**src/rtl/epp_host_pkg.sv**
```systemverilog
// rtl/epp_host_pkg.sv - shared command opcodes and FSM state encodings for the EPP host
package epp_host_pkg;

    localparam logic [1:0] OP_ADDR_WR = 2'b00;
    localparam logic [1:0] OP_ADDR_RD = 2'b01;
    localparam logic [1:0] OP_DATA_WR = 2'b10;
    localparam logic [1:0] OP_DATA_RD = 2'b11;

    typedef enum logic [2:0] {
        ST_IDLE    = 3'd0,
        ST_SETUP   = 3'd1,
        ST_STROBE  = 3'd2,
        ST_RELEASE = 3'd3,
        ST_RESP    = 3'd4
    } state_t;

endpackage

```
**src/rtl/sync2.sv**
```systemverilog
// rtl/sync2.sv - two-flop synchronizer of parameterized width
module sync2 #(
    parameter int WIDTH = 1
) (
    input  logic             clk,
    input  logic             rst,
    input  logic [WIDTH-1:0] d,
    output logic [WIDTH-1:0] q
);

    logic [WIDTH-1:0] meta;

    always_ff @(posedge clk) begin
        if (!rst) begin
            meta <= '0;
            q    <= '0;
        end else begin
            meta <= d;
            q    <= meta;
        end
    end

endmodule

```
**src/rtl/epp_host.sv**
```systemverilog
// rtl/epp_host.sv - EPP bus host: one command per address/data strobe handshake
// Optional wait-edge timeout enabled by defining EPP_HOST_TIMEOUT_EN.
module epp_host
    import epp_host_pkg::*;
#(
    parameter int SETUP_CYC   = 2,
    parameter int TIMEOUT_CYC = 1000
) (
    input  logic       clk,
    input  logic       rst,
    input  logic       cmd_valid,
    output logic       cmd_ready,
    input  logic [1:0] cmd_op,
    input  logic [7:0] cmd_data,
    output logic       rsp_valid,
    output logic [7:0] rsp_data,
    output logic       rsp_timeout,
    output logic [7:0] db_o,
    output logic       db_oe,
    input  logic [7:0] db_i,
    output logic       astb_n,
    output logic       dstb_n,
    output logic       wr_n,
    input  logic       wait_i
);

    state_t     state, next_state;
    logic [1:0] op_q;
    logic [1:0] cur_op;
    logic [3:0] setup_cnt;
    logic       ready_q;
    logic       wait_s;
    logic       accept;
    logic       in_cycle;
    logic       timeout_hit;

    sync2 #(.WIDTH(1)) u_wait_sync (
        .clk (clk),
        .rst (rst),
        .d   (wait_i),
        .q   (wait_s)
    );

    assign accept = (state == ST_IDLE) && cmd_valid && ready_q;
    // Registered outputs are computed from next_state, so the op being accepted must be used directly.
    assign cur_op   = accept ? cmd_op : op_q;
    assign in_cycle = (next_state == ST_SETUP) || (next_state == ST_STROBE) ||
                      (next_state == ST_RELEASE);

`ifdef EPP_HOST_TIMEOUT_EN
    localparam int TW = $clog2(TIMEOUT_CYC + 1);

    logic [TW-1:0] to_cnt;
    logic          to_q;

    assign timeout_hit = ((state == ST_STROBE) || (state == ST_RELEASE)) &&
                         (to_cnt == TW'(TIMEOUT_CYC - 1));
    assign rsp_timeout = to_q;

    always_ff @(posedge clk) begin
        if (!rst) begin
            to_cnt <= '0;
            to_q   <= 1'b0;
        end else begin
            if ((state == ST_STROBE) || (state == ST_RELEASE))
                to_cnt <= to_cnt + 1'b1;
            else
                to_cnt <= '0;
            if (accept)
                to_q <= 1'b0;
            else if (timeout_hit)
                to_q <= 1'b1;
        end
    end
`else
    assign timeout_hit = (TIMEOUT_CYC < 0);
    assign rsp_timeout = 1'b0;
`endif

    always_ff @(posedge clk) begin
        if (!rst) begin
            state     <= ST_IDLE;
            op_q      <= OP_ADDR_WR;
            setup_cnt <= '0;
            ready_q   <= 1'b0;
            astb_n    <= 1'b1;
            dstb_n    <= 1'b1;
            wr_n      <= 1'b1;
            db_oe     <= 1'b0;
            db_o      <= '0;
            rsp_data  <= '0;
        end else begin
            state     <= next_state;
            ready_q   <= (next_state == ST_IDLE);
            setup_cnt <= (state == ST_SETUP && next_state == ST_SETUP) ? setup_cnt + 1'b1 : '0;
            astb_n    <= !((next_state == ST_STROBE) && !cur_op[1]);
            dstb_n    <= !((next_state == ST_STROBE) && cur_op[1]);
            wr_n      <= in_cycle ? cur_op[0] : 1'b1;
            db_oe     <= in_cycle ? ~cur_op[0] : 1'b0;
            if (accept) begin
                op_q     <= cmd_op;
                db_o     <= cmd_data;
                rsp_data <= '0;
            end
            if (state == ST_STROBE && wait_s && !timeout_hit && op_q[0])
                rsp_data <= db_i;
            if (timeout_hit)
                rsp_data <= '0;
        end
    end

    always_comb begin
        next_state = state;
        case (state)
            ST_IDLE:    if (accept) next_state = ST_SETUP;
            ST_SETUP:   if (setup_cnt == 4'(SETUP_CYC - 1)) next_state = ST_STROBE;
            ST_STROBE: begin
                if (timeout_hit)      next_state = ST_RESP;
                else if (wait_s)      next_state = ST_RELEASE;
            end
            ST_RELEASE: begin
                if (timeout_hit)      next_state = ST_RESP;
                else if (!wait_s)     next_state = ST_RESP;
            end
            ST_RESP:    next_state = ST_IDLE;
            default:    next_state = ST_IDLE;
        endcase
    end

    always_comb begin
        cmd_ready = ready_q;
        rsp_valid = (state == ST_RESP);
    end

endmodule
```
**config.mk**
```make
export PLATFORM = sky130hd
export DESIGN_NAME = epp_host
export DESIGN_NICKNAME = d
export VERILOG_FILES = /design/src/rtl/epp_host_pkg.sv /design/src/rtl/sync2.sv /design/src/rtl/epp_host.sv
export SDC_FILE = /design/constraint.sdc
export NUM_CORES = 1
export LEC_CHECK = 0
export CAP_MARGIN = 20
export CORE_MARGIN = 10
export CORE_UTILIZATION = 44
export DETAILED_ROUTE_END_ITERATION = 8
export HOLD_SLACK_MARGIN = 0.1
export PLACE_DENSITY = 0.77
export REMOVE_ABC_BUFFERS = 1
export SYNTH_ARGS = -nofsm -noshare
export SYNTH_HDL_FRONTEND = slang
export SYNTH_SLANG_ARGS = --single-unit
```
**constraint.sdc**
```tcl
create_clock -name clk -period 2.25 [get_ports clk]
set_clock_uncertainty 0.15 [all_clocks]
set_input_delay 0.3375 -clock clk [delete_from_list [all_inputs] [get_ports clk]]
set_output_delay 0.3375 -clock clk [all_outputs]
set_load 0.05 [all_outputs]
```
* Yosys cells after proc, flatten, opt, wreduce, memory -nomap -nowiden
Index checks and enable logic that the tools add are counted.
Cells by class: add/subtract/negate cells 1, eq/ne operators 8, muxes and demuxes 8, bitwise operators 1, reductions and logical operators 17
Operators by type and width (count):
- $mux W8 | 2
- $eq A3 B2 Y1 const B | 4
- $mux W3 | 4
- $pmux W3 S4 | 1
- $logic_and A1 B1 Y1 | 7
- $eq A3 B1 Y1 const B | 2
- $logic_not A3 Y1 | 2
- $add A4 B1 Y4 const B | 1
- $eq A4 B1 Y1 const B | 1
- $reduce_and A2 Y1 | 2
- $eq A3 B3 Y1 const B | 1
- $logic_not A1 Y1 | 3
- $logic_or A1 B1 Y1 | 2
- $mux W2 | 1
- $reduce_bool A2 Y1 | 1
- $not A1 Y1 | 1
Storage, ports and cells: register bits 32, output and inout port bits 23, word-level logic and storage cells 47

* Longest topological paths before layout
Gate-level depths: netlist of run 1.
depth in word-level cells 9, mapped depth 6

* Cells and area by module
From an unflattened synthesis of run 1, not the netlist that was laid out.
Unflattened totals: cell total of the unflattened synthesis 144, area total of the unflattened synthesis 1283.7 um2
Modules (own cells, without submodules):
- epp_host | instances 1, cells an instance 140, area each 1231.2 um2, sequential area each 600.6 um2
- sync2 | instances 1, cells an instance 4, area each 52.6 um2, sequential area each 40.0 um2

* Worst setup path after synthesis of run 1
OpenSTA, ideal clock, no wires.
kind register to output, start point register state[2], end point output rsp_valid, data arrival time 1845 ps, required time 1762 ps, path slack -83 ps, stages on the path, launching flop included 5, buffers on the path 2, cells stage by stage dfxtp_1 -> inv_1 -> buf_2 -> buf_1 -> nor3_1
On the way: word-level cells in the longest chain between the ends 1
RTL lines:
- start: declaration | RTL line epp_host.sv:27 | state_t state, next_state;
- start signal: assignment | RTL line epp_host.sv:93 | state <= next_state;
- $eq A3 B3 Y1 | RTL line epp_host.sv:132 | rsp_valid = (state == ST_RESP);
- end: declaration | RTL line epp_host.sv:15 | output logic rsp_valid,
Every way passes these cells.

* Worst setup path after layout of run 1
start point register ready_q (netlist: cmd_ready), end point output cmd_ready
RTL lines:
- start: declaration | RTL line epp_host.sv:31 | logic ready_q;
- start signal: assignment | RTL line epp_host.sv:94 | ready_q <= (next_state == ST_IDLE);
- end: declaration | RTL line epp_host.sv:12 | output logic cmd_ready,
No word-level cell between the ends.

==> results of run 1 <==
routing by layer:
layer,up-vias,wire length [microns],global-route usage (%)
met5,-,0,0
met1,548,1410,13.6
met4,0,35,4.95
met2,41,1790,21.8
li1,600,-,-
met3,4,359,7.94
synthesized netlist by cell type (2+ instances only):
| master | instances |
|---|---|
| sky130_fd_sc_hd__a21oi_1 | 12 |
| sky130_fd_sc_hd__and2_1 | 2 |
| sky130_fd_sc_hd__buf_2 | 3 |
| sky130_fd_sc_hd__buf_4 | 2 |
| sky130_fd_sc_hd__buf_6 | 2 |
| sky130_fd_sc_hd__clkbuf_1 | 4 |
| sky130_fd_sc_hd__dfxtp_1 | 32 |
| sky130_fd_sc_hd__ha_1 | 2 |
| sky130_fd_sc_hd__inv_1 | 4 |
| sky130_fd_sc_hd__nand2_1 | 9 |
| sky130_fd_sc_hd__nand2b_1 | 5 |
| sky130_fd_sc_hd__nand3_1 | 12 |
| sky130_fd_sc_hd__nand4_1 | 10 |
| sky130_fd_sc_hd__nor2_1 | 7 |
| sky130_fd_sc_hd__o21ai_0 | 8 |
| sky130_fd_sc_hd__o21ai_1 | 3 |
| sky130_fd_sc_hd__o31ai_2 | 8 |
| sky130_fd_sc_hd__or3b_1 | 2 |
layout make-up:
type / count / area [sq um] / share of cell area (%)
Tap cell: 33 / 41.3 / 2.22
Timing Repair Buffer: 48 / 478 / 25.7
Clock inverter: 2 / 10.0 / 0.538
Clock buffer: 6 / 51.3 / 2.76
Multi-Input combinational cell: 97 / 624 / 33.6
Inverter: 4 / 15.0 / 0.807
Sequential cell: 32 / 641 / 34.4
cell usage in the layout, fill, tap and decap left out, types with 2 or more instances in the layout:
| master | synthesis | final |
|---|---|---|
| sky130_fd_sc_hd__a21oi_1 | 12 | 12 |
| sky130_fd_sc_hd__and2_1 | 2 | 2 |
| sky130_fd_sc_hd__buf_4 | 2 | 5 |
| sky130_fd_sc_hd__clkbuf_4 | 0 | 5 |
| sky130_fd_sc_hd__clkdlybuf4s50_1 | 0 | 42 |
| sky130_fd_sc_hd__clkinv_2 | 0 | 2 |
| sky130_fd_sc_hd__dfxtp_1 | 32 | 32 |
| sky130_fd_sc_hd__ha_1 | 2 | 2 |
| sky130_fd_sc_hd__inv_1 | 4 | 4 |
| sky130_fd_sc_hd__nand2_1 | 9 | 9 |
| sky130_fd_sc_hd__nand2b_1 | 5 | 5 |
| sky130_fd_sc_hd__nand3_1 | 12 | 12 |
| sky130_fd_sc_hd__nand4_1 | 10 | 10 |
| sky130_fd_sc_hd__nor2_1 | 7 | 7 |
| sky130_fd_sc_hd__o21ai_0 | 8 | 8 |
| sky130_fd_sc_hd__o21ai_1 | 3 | 3 |
| sky130_fd_sc_hd__o31ai_2 | 8 | 8 |
| sky130_fd_sc_hd__or3b_1 | 2 | 2 |
how the worst min path moves through the flow:
stage	startpoint	to	slack [ns]	cells past startpoint
5_1_grt	u_wait_sync.meta	u_wait_sync.q	0.32	1
3_5_place_dp	u_wait_sync.meta	u_wait_sync.q	0.28	1
4_1_cts	u_wait_sync.meta	u_wait_sync.q	0.30	1
6_report	u_wait_sync.meta	u_wait_sync.q	0.29	1
2_1_floorplan	u_wait_sync.meta	u_wait_sync.q	0.26	1
3_3_place_gp	u_wait_sync.meta	u_wait_sync.q	0.28	1
power groups by stage:
stage	logic [mW]	registers, mW	clock network (mW)
after global placement	0.180	0.611	0
after CTS	0.184	0.599	0.356
after global routing	0.196	0.602	0.386
after floorplan	0.0518	0.654	0
after detailed placement	0.182	0.612	0
final	0.183	0.599	0.349
flip-flops by register name (all words and copies together) (netlist names), 2 cells and up:
signal	flops
op_q	2
rsp_data	8
state	3
db_o	8
setup_cnt	4
logic make-up after synthesis:
group | count (synthesis) | share of synthesized area [%]
AOI/OAI and AO/OA | 34 | 17.8
xor gates and xnor gates | 1 | 0.648
adders and majority gates | 2 | 1.85
buffers and inverters | 16 | 6.39
DFF | 32 | 47.4
other | 1 | 0.278
and+or+nand+nor | 59 | 25.6
worst reg2reg max path, delay by kind of cell, from the launching register on:
kind,cells,cell delay (ns)
AOI/OAI and AO/OA,1,0.29
and+or+nand+nor,2,0.60
DFF,1,0.39
adders and majority gates,1,0.19
==> Flow_metrics.wiki, run 1 <==
{| class="wikitable"
! Metric !! Value
|-
| Post-synthesis average cell area || 9.32 sq um
|-
| Number of setup violations in the final report || 0
|-
| RSZ-0062 raised after global routing || no
|-
| Final design area excluding fillers || 0.00186 sq mm
|-
| Biggest area consumer among synthesized cells || sky130_fd_sc_hd__dfxtp_1
|-
| Pin count of the biggest net entering global routing || 20
|-
| Cells on worst reg2reg path || 4
|-
| Total Neg Setup Slack || 0 ns
|-
| Remaining antenna violation count || 0
|-
| Post-layout nets || 212
|-
| Final Total Pwr || 1.13 mW
|-
| Fin crit share || 90.6%
|-
| Leakage || 0.678 nW
|-
| Post-synthesis instance area || 0.00135 sq mm
|-
| Count of filler cells inserted in the layout || 264
|-
| Most instantiated flip-flop cell in the synthesis netlist || sky130_fd_sc_hd__dfxtp_1
|-
| Clock buffer depth || 2
|-
| Via count || 1193
|-
| Async SR Flop Fraction || 0%
|-
| Sequential fraction of design power || 53.0%
|-
| Post-cts sizing count || 0
|-
| PortBufs || 43
|-
| Number of global-route vias before repair || 1263
|-
| Initial cell density of the core || 45.0%
|-
| Total track usage || 13.3%
|-
| Number of flops mapped to enable cells by yosys || 0
|-
| Power per cell area || 608 mW/mm^2
|-
| Status || complete, no violations
|-
| Share of Yosys cell area claimed by the top area cell type || 47.4%
|-
| Type of the tightest min-delay check || reg2reg
|-
| Worst setup path category || reg2out
|-
| Placement row count || 20
|-
| Pre-CTS worst setup slack || 0.307 ns
|-
| Wire length of the first global-routing pass || 5750 microns
|-
| Number of logic stages on the critical path including buffering || 1
|-
| Slew at the pin with the worst max-slew slack || 0.526 ns
|-
| Die extent in y || 75.4 microns
|-
| Gp weighted congestion || 0.781
|-
| Placed cell count || 214
|-
| Hold Violations, Final || 0
|-
| Clock root cell || sky130_fd_sc_hd__clkbuf_4
|-
| Clock tree from TritonCTS || built
|-
| Routed vias/inst || 5.37
|-
| CORE AREA || 0.00300 sq mm
|-
| Number of clock sinks seen by CTS || 32
|-
| Comb power frac || 16.2%
|-
| Final worst path period need || 2.04 ns
|-
| Launching element of the worst setup path || cmd_ready
|-
| Total Wirelength || 3600 microns
|-
| Type of destination of the critical path || output port
|-
| Cells traversed along the worst timing path || clkdlybuf4s50_1
|-
| Peak VDD IR || 0.000373 V
|-
| Flop2flop setup slack || 0.54 ns
|-
| Area growth from synthesis to layout || 37.7%
|-
| Worst endpoint data arrival time || 1.55 ns
|-
| HPWL after detailed placement || 2760 microns
|-
| Critical Path RT || 1.76 ns
|-
| Worst-path clk slew || 0.10 ns
|-
| Count of H-tree levels built during CTS || 2
|-
| Stage delay of the slowest cell on the critical path || 0.83 ns
|-
| Number of standard cells in the layout, taps in and fillers out || 222
|-
| Worst rel slew slack || 64.8%
|-
| Clk network pwr share || 30.8%
|-
| Total Die Area || 0.00569 sq mm
|-
| Critical-path cell with the highest stage delay || sky130_fd_sc_hd__clkdlybuf4s50_1
|-
| Max FO, Critical Path || 4
|-
| Residual overflow from global routing || 0
|-
| Pre-antenna DRT Iters || 4
|-
| Detail-routed net length per standard cell || 16.2 microns
|-
| WHS || 0.294 ns
|-
| Cell family contributing the most delay on the critical path || buffers and inverters
|-
| Standard cell area after detailed placement || 0.00180 sq mm
|-
| Fraction of layout cells with a size suffix above 1 || 13.2%
|-
| Library cells used by synthesis || 36
|-
| Area contributors post-synth || sky130_fd_sc_hd__dfxtp_1, sky130_fd_sc_hd__o31ai_2, sky130_fd_sc_hd__nand4_1
|-
| Initial antenna violation count || 0
|-
| DR DRC count || 0
|-
| Number of buffers inserted by post-CTS setup repair || 0
|-
| Count of buffer and inverter cells on the critical path || 1
|-
| Number of instances in the synthesized netlist || 145
|-
| Fin. max-slew vios || 0
|-
| Minimum setup slack in the final design || 0.212 ns
|-
| Yosys synthesis warning count || 0
|-
| Antenna cells || 0
|-
| Latest clock arrival within the worst-skew pair || 0.33 ns
|-
| Switching power summed over all nets || 318 uW
|-
| Utilization after layout || 62.0%
|-
| Capturing element of the worst setup path || cmd_ready
|-
| Sw Ratio || 28.1%
|-
| Number of synthesized register bits || 32
|-
| Max-cap violations || 0
|-
| Fmax || 0.491 GHz
|-
| Violation count after the first detailed-routing iteration || 88
|-
| Die Span X || 75.4 microns
|-
| Kind of start point of the critical path || flop
|-
| Reg2Reg Launch Point || setup_cnt[0]
|-
| Proportion of synthesized chip area in sequential cells || 47.4%
|-
| Internal cell power || 813 uW
|-
| Clock buffer count from CTS || 5
|-
| Hold Buf Count CTS || 0
|-
| FF-to-FF End || dstb_n
|-
| Top-level I/O count || 45
|}
Power figures use the tool's default switching activity.
==> run 2: changes to the inputs <==
--- a/config.mk
+++ b/config.mk
@@ -8,6 +8,7 @@
 export CAP_MARGIN = 20
 export CORE_MARGIN = 10
 export CORE_UTILIZATION = 44
+export CTS_CLUSTER_DIAMETER = 200
 export DETAILED_ROUTE_END_ITERATION = 8
 export HOLD_SLACK_MARGIN = 0.1
 export PLACE_DENSITY = 0.77
==> results of run 2 <==
The final DEF is identical to that of run 1; final timing and power are the same.
==> run 3: changes to the inputs <==
--- a/config.mk
+++ b/config.mk
@@ -6,12 +6,14 @@
 export NUM_CORES = 1
 export LEC_CHECK = 0
 export CAP_MARGIN = 20
+export CELL_PAD_IN_SITES_DETAIL_PLACEMENT = 0
+export CELL_PAD_IN_SITES_GLOBAL_PLACEMENT = 1
 export CORE_MARGIN = 10
-export CORE_UTILIZATION = 44
+export CORE_UTILIZATION = 33
 export CTS_CLUSTER_DIAMETER = 200
 export DETAILED_ROUTE_END_ITERATION = 8
 export HOLD_SLACK_MARGIN = 0.1
-export PLACE_DENSITY = 0.77
+export PLACE_DENSITY = 0.78
 export REMOVE_ABC_BUFFERS = 1
 export SYNTH_ARGS = -nofsm -noshare
 export SYNTH_HDL_FRONTEND = slang
==> run 3 against run 2 <==
Highest routed layer unchanged. Final cell count rose by 7.7%. First-iteration DRC count is 9.1% higher. Sequential power about the same. Design area grew 2.7%. Flip-flop and latch count is the same. Utilization shrank 14 points.
==> Flow_metrics.wiki, run 3 (synthesis gave the netlist of run 1 again) <==
{| class="wikitable"
! Metric !! Value
|-
| Type of destination of the critical path || output port
|-
| Cell family contributing the most delay on the critical path || buffers and inverters
|-
| Pin count of the biggest net entering global routing || 20 (unchanged)
|-
| Cells traversed along the worst timing path || clkdlybuf4s50_1
|-
| Pre-antenna DRT Iters || 4 (unchanged)
|-
| Cells on worst reg2reg path || 4 (unchanged)
|-
| Flop2flop setup slack || 0.50 ns (-0.04 ns)
|-
| Residual overflow from global routing || 0 (unchanged)
|-
| Fin. max-slew vios || 0 (unchanged)
|-
| Post-cts sizing count || 0 (unchanged)
|-
| Number of clock sinks seen by CTS || 32 (unchanged)
|-
| Fmax || 0.506 GHz (+3.2%)
|-
| Final worst path period need || 1.98 ns (-0.0627 ns)
|-
| Total track usage || 10.4% (-2.9 points)
|-
| Number of global-route vias before repair || 1248 (-1.2%)
|-
| Top-level I/O count || 45 (unchanged)
|-
| PortBufs || 43 (unchanged)
|-
| Area growth from synthesis to layout || 41.4%
|-
| Max FO, Critical Path || 4 (unchanged)
|-
| Number of buffers inserted by post-CTS setup repair || 0 (unchanged)
|-
| Launching element of the worst setup path || cmd_ready
|-
| Number of setup violations in the final report || 0 (unchanged)
|-
| Placement row count || 23 (+15%)
|-
| Initial antenna violation count || 0 (unchanged)
|-
| Combined area of the multi-input logic cells || 624 sq um (unchanged)
|-
| Worst-path clk slew || 0.06 ns (-0.04 ns)
|-
| Clock buffer count from CTS || 5 (unchanged)
|-
| Fin crit share || 87.8% (-2.8 points)
|-
| DR DRC count || 0 (unchanged)
|-
| Worst endpoint data arrival time || 1.49 ns (-0.06 ns)
|-
| Kind of start point of the critical path || flop
|-
| Peak VDD IR || 0.000291 V (-22%)
|-
| Hold Violations, Final || 0 (unchanged)
|-
| Wire length of the first global-routing pass || 6120 microns (+6.5%)
|-
| RSZ-0062 raised after global routing || no
|-
| Post-layout nets || 212 (unchanged)
|-
| Worst rel slew slack || 64.9% (+0.073 points)
|-
| Gp weighted congestion || 0.783 (+0.33%)
|-
| Hold Buf Count CTS || 0 (unchanged)
|-
| Stage delay of the slowest cell on the critical path || 0.83 ns (about the same)
|-
| Registers with the most flip-flops || db_o x8, rsp_data x8, setup_cnt x4
|-
| Worst Hold End || u_wait_sync.q
|-
| Cell depth of the worst min-delay path || 1 (unchanged)
|-
| Die extent in y || 84.0 microns (+11%)
|-
| Type of the tightest min-delay check || reg2reg
|-
| Power per cell area || 641 mW/mm^2 (+5.5%)
|-
| Top library cells by usage in the layout, fill and taps aside || sky130_fd_sc_hd__clkdlybuf4s50_1, sky130_fd_sc_hd__dfxtp_1, sky130_fd_sc_hd__nand3_1, sky130_fd_sc_hd__a21oi_1, sky130_fd_sc_hd__nand4_1
|-
| Total Die Area || 0.00705 sq mm (+24%)
|-
| Worst setup path category || reg2out
|-
| Startpoint of the most critical hold path || u_wait_sync.meta
|-
| Slew at the pin with the worst max-slew slack || 0.525 ns (-0.00110 ns)
|-
| Total Wirelength || 3590 microns (-0.36%)
|-
| Final Total Pwr || 1.22 mW (+8.4%)
|-
| Utilization after layout || 48.1% (-14 points)
|-
| Count of H-tree levels built during CTS || 2 (unchanged)
|-
| Antenna cells || 0 (unchanged)
|-
| Reg2Reg Launch Point || setup_cnt[0]
|-
| Leakage || 0.686 nW (+1.1%)
|-
| Critical Path RT || 1.76 ns (about the same)
|-
| Final design area excluding fillers || 0.00191 sq mm (+2.7%)
|-
| HPWL after detailed placement || 2780 microns (+0.46%)
|-
| Die Span X || 84.0 microns (+11%)
|-
| Standard cell area after detailed placement || 0.00182 sq mm (+1.2%)
|-
| Status || complete, no violations
|-
| Count of filler cells inserted in the layout || 372 (+41%)
|-
| Detail-routed net length per standard cell || 15.0 microns (-7.4%)
|-
| Violation count after the first detailed-routing iteration || 96 (+9.1%)
|-
| FF-to-FF End || dstb_n
|-
| Via count || 1226 (+2.8%)
|-
| Clock root cell || sky130_fd_sc_hd__clkbuf_8
|-
| Clock tree from TritonCTS || built
|-
| Count of buffer and inverter cells on the critical path || 1 (unchanged)
|-
| Clock buffer depth || 2 (unchanged)
|-
| Total Neg Setup Slack || 0 ns (unchanged)
|-
| Most common library cell in the layout ignoring fill and taps || sky130_fd_sc_hd__clkdlybuf4s50_1
|-
| Max-cap violations || 0 (unchanged)
|-
| Initial cell density of the core || 34.0% (-11 points)
|-
| Register Area || 641 sq um (unchanged)
|-
| Fraction of layout cells with a size suffix above 1 || 12.2% (-1.1 points)
|-
| Remaining antenna violation count || 0 (unchanged)
|-
| CORE AREA || 0.00397 sq mm (+32%)
|-
| Routed vias/inst || 5.13 (-4.5%)
|-
| Critical-path cell with the highest stage delay || sky130_fd_sc_hd__clkdlybuf4s50_1
|-
| Latest clock arrival within the worst-skew pair || 0.28 ns (-0.05 ns)
|}
run 3: changes by cell type in the layout (fill, tap and decap cells not counted):
cell,delta
sky130_fd_sc_hd__clkbuf_8,+5
sky130_fd_sc_hd__clkbuf_4,-5
sky130_fd_sc_hd__clkinv_2,-2
sky130_fd_sc_hd__clkbuf_1,+2
run 3: worst max path at each step:
stage                end  slack, ns  cells after the start
2_1_floorplan  rsp_valid      -0.17                      2
3_3_place_gp      dstb_n       0.48                      4
3_5_place_dp      dstb_n       0.44                      5
4_1_cts        cmd_ready       0.27                      1
5_1_grt        cmd_ready       0.20                      1
6_report       cmd_ready       0.27                      1
run 3: stage by stage:
step,instances,setup slack (ns),hold slack (ns)
CTS,239,0.267,0.300
global route,239,0.204,0.330
global placement,231,0.481,0.278
floorplan,133,-0.172,0.262
detailed placement,231,0.442,0.277
finish,239,0.275,0.290
run 3: metal layers:
metal	wire [microns]	up-vias	global-route usage, %
li1	-	596	-
met1	1500	575	11.8
met2	1760	46	16.7
met3	268	9	4.30
met4	61	0	4.41
met5	0	-	0
run 3: cell type report:
class                           instances  area share [%]
Inverter                                4           0.786
Timing Repair Buffer                   48            25.0
Tap cell                               50            3.27
Sequential cell                        32            33.5
Clock buffer                            8            4.72
Multi-Input combinational cell         97            32.7
run 3: power breakdown:
| part | internal, mW | total [mW] | switching [mW] | leakage [nW] |
|---|---|---|---|---|
| Sequential | 0.586 | 0.600 | 0.0133 | 0.260 |
| Combinational | 0.0789 | 0.183 | 0.104 | 0.380 |
| Clock | 0.249 | 0.442 | 0.193 | 0.0455 |
| Total | 0.914 | 1.22 | 0.311 | 0.686 |
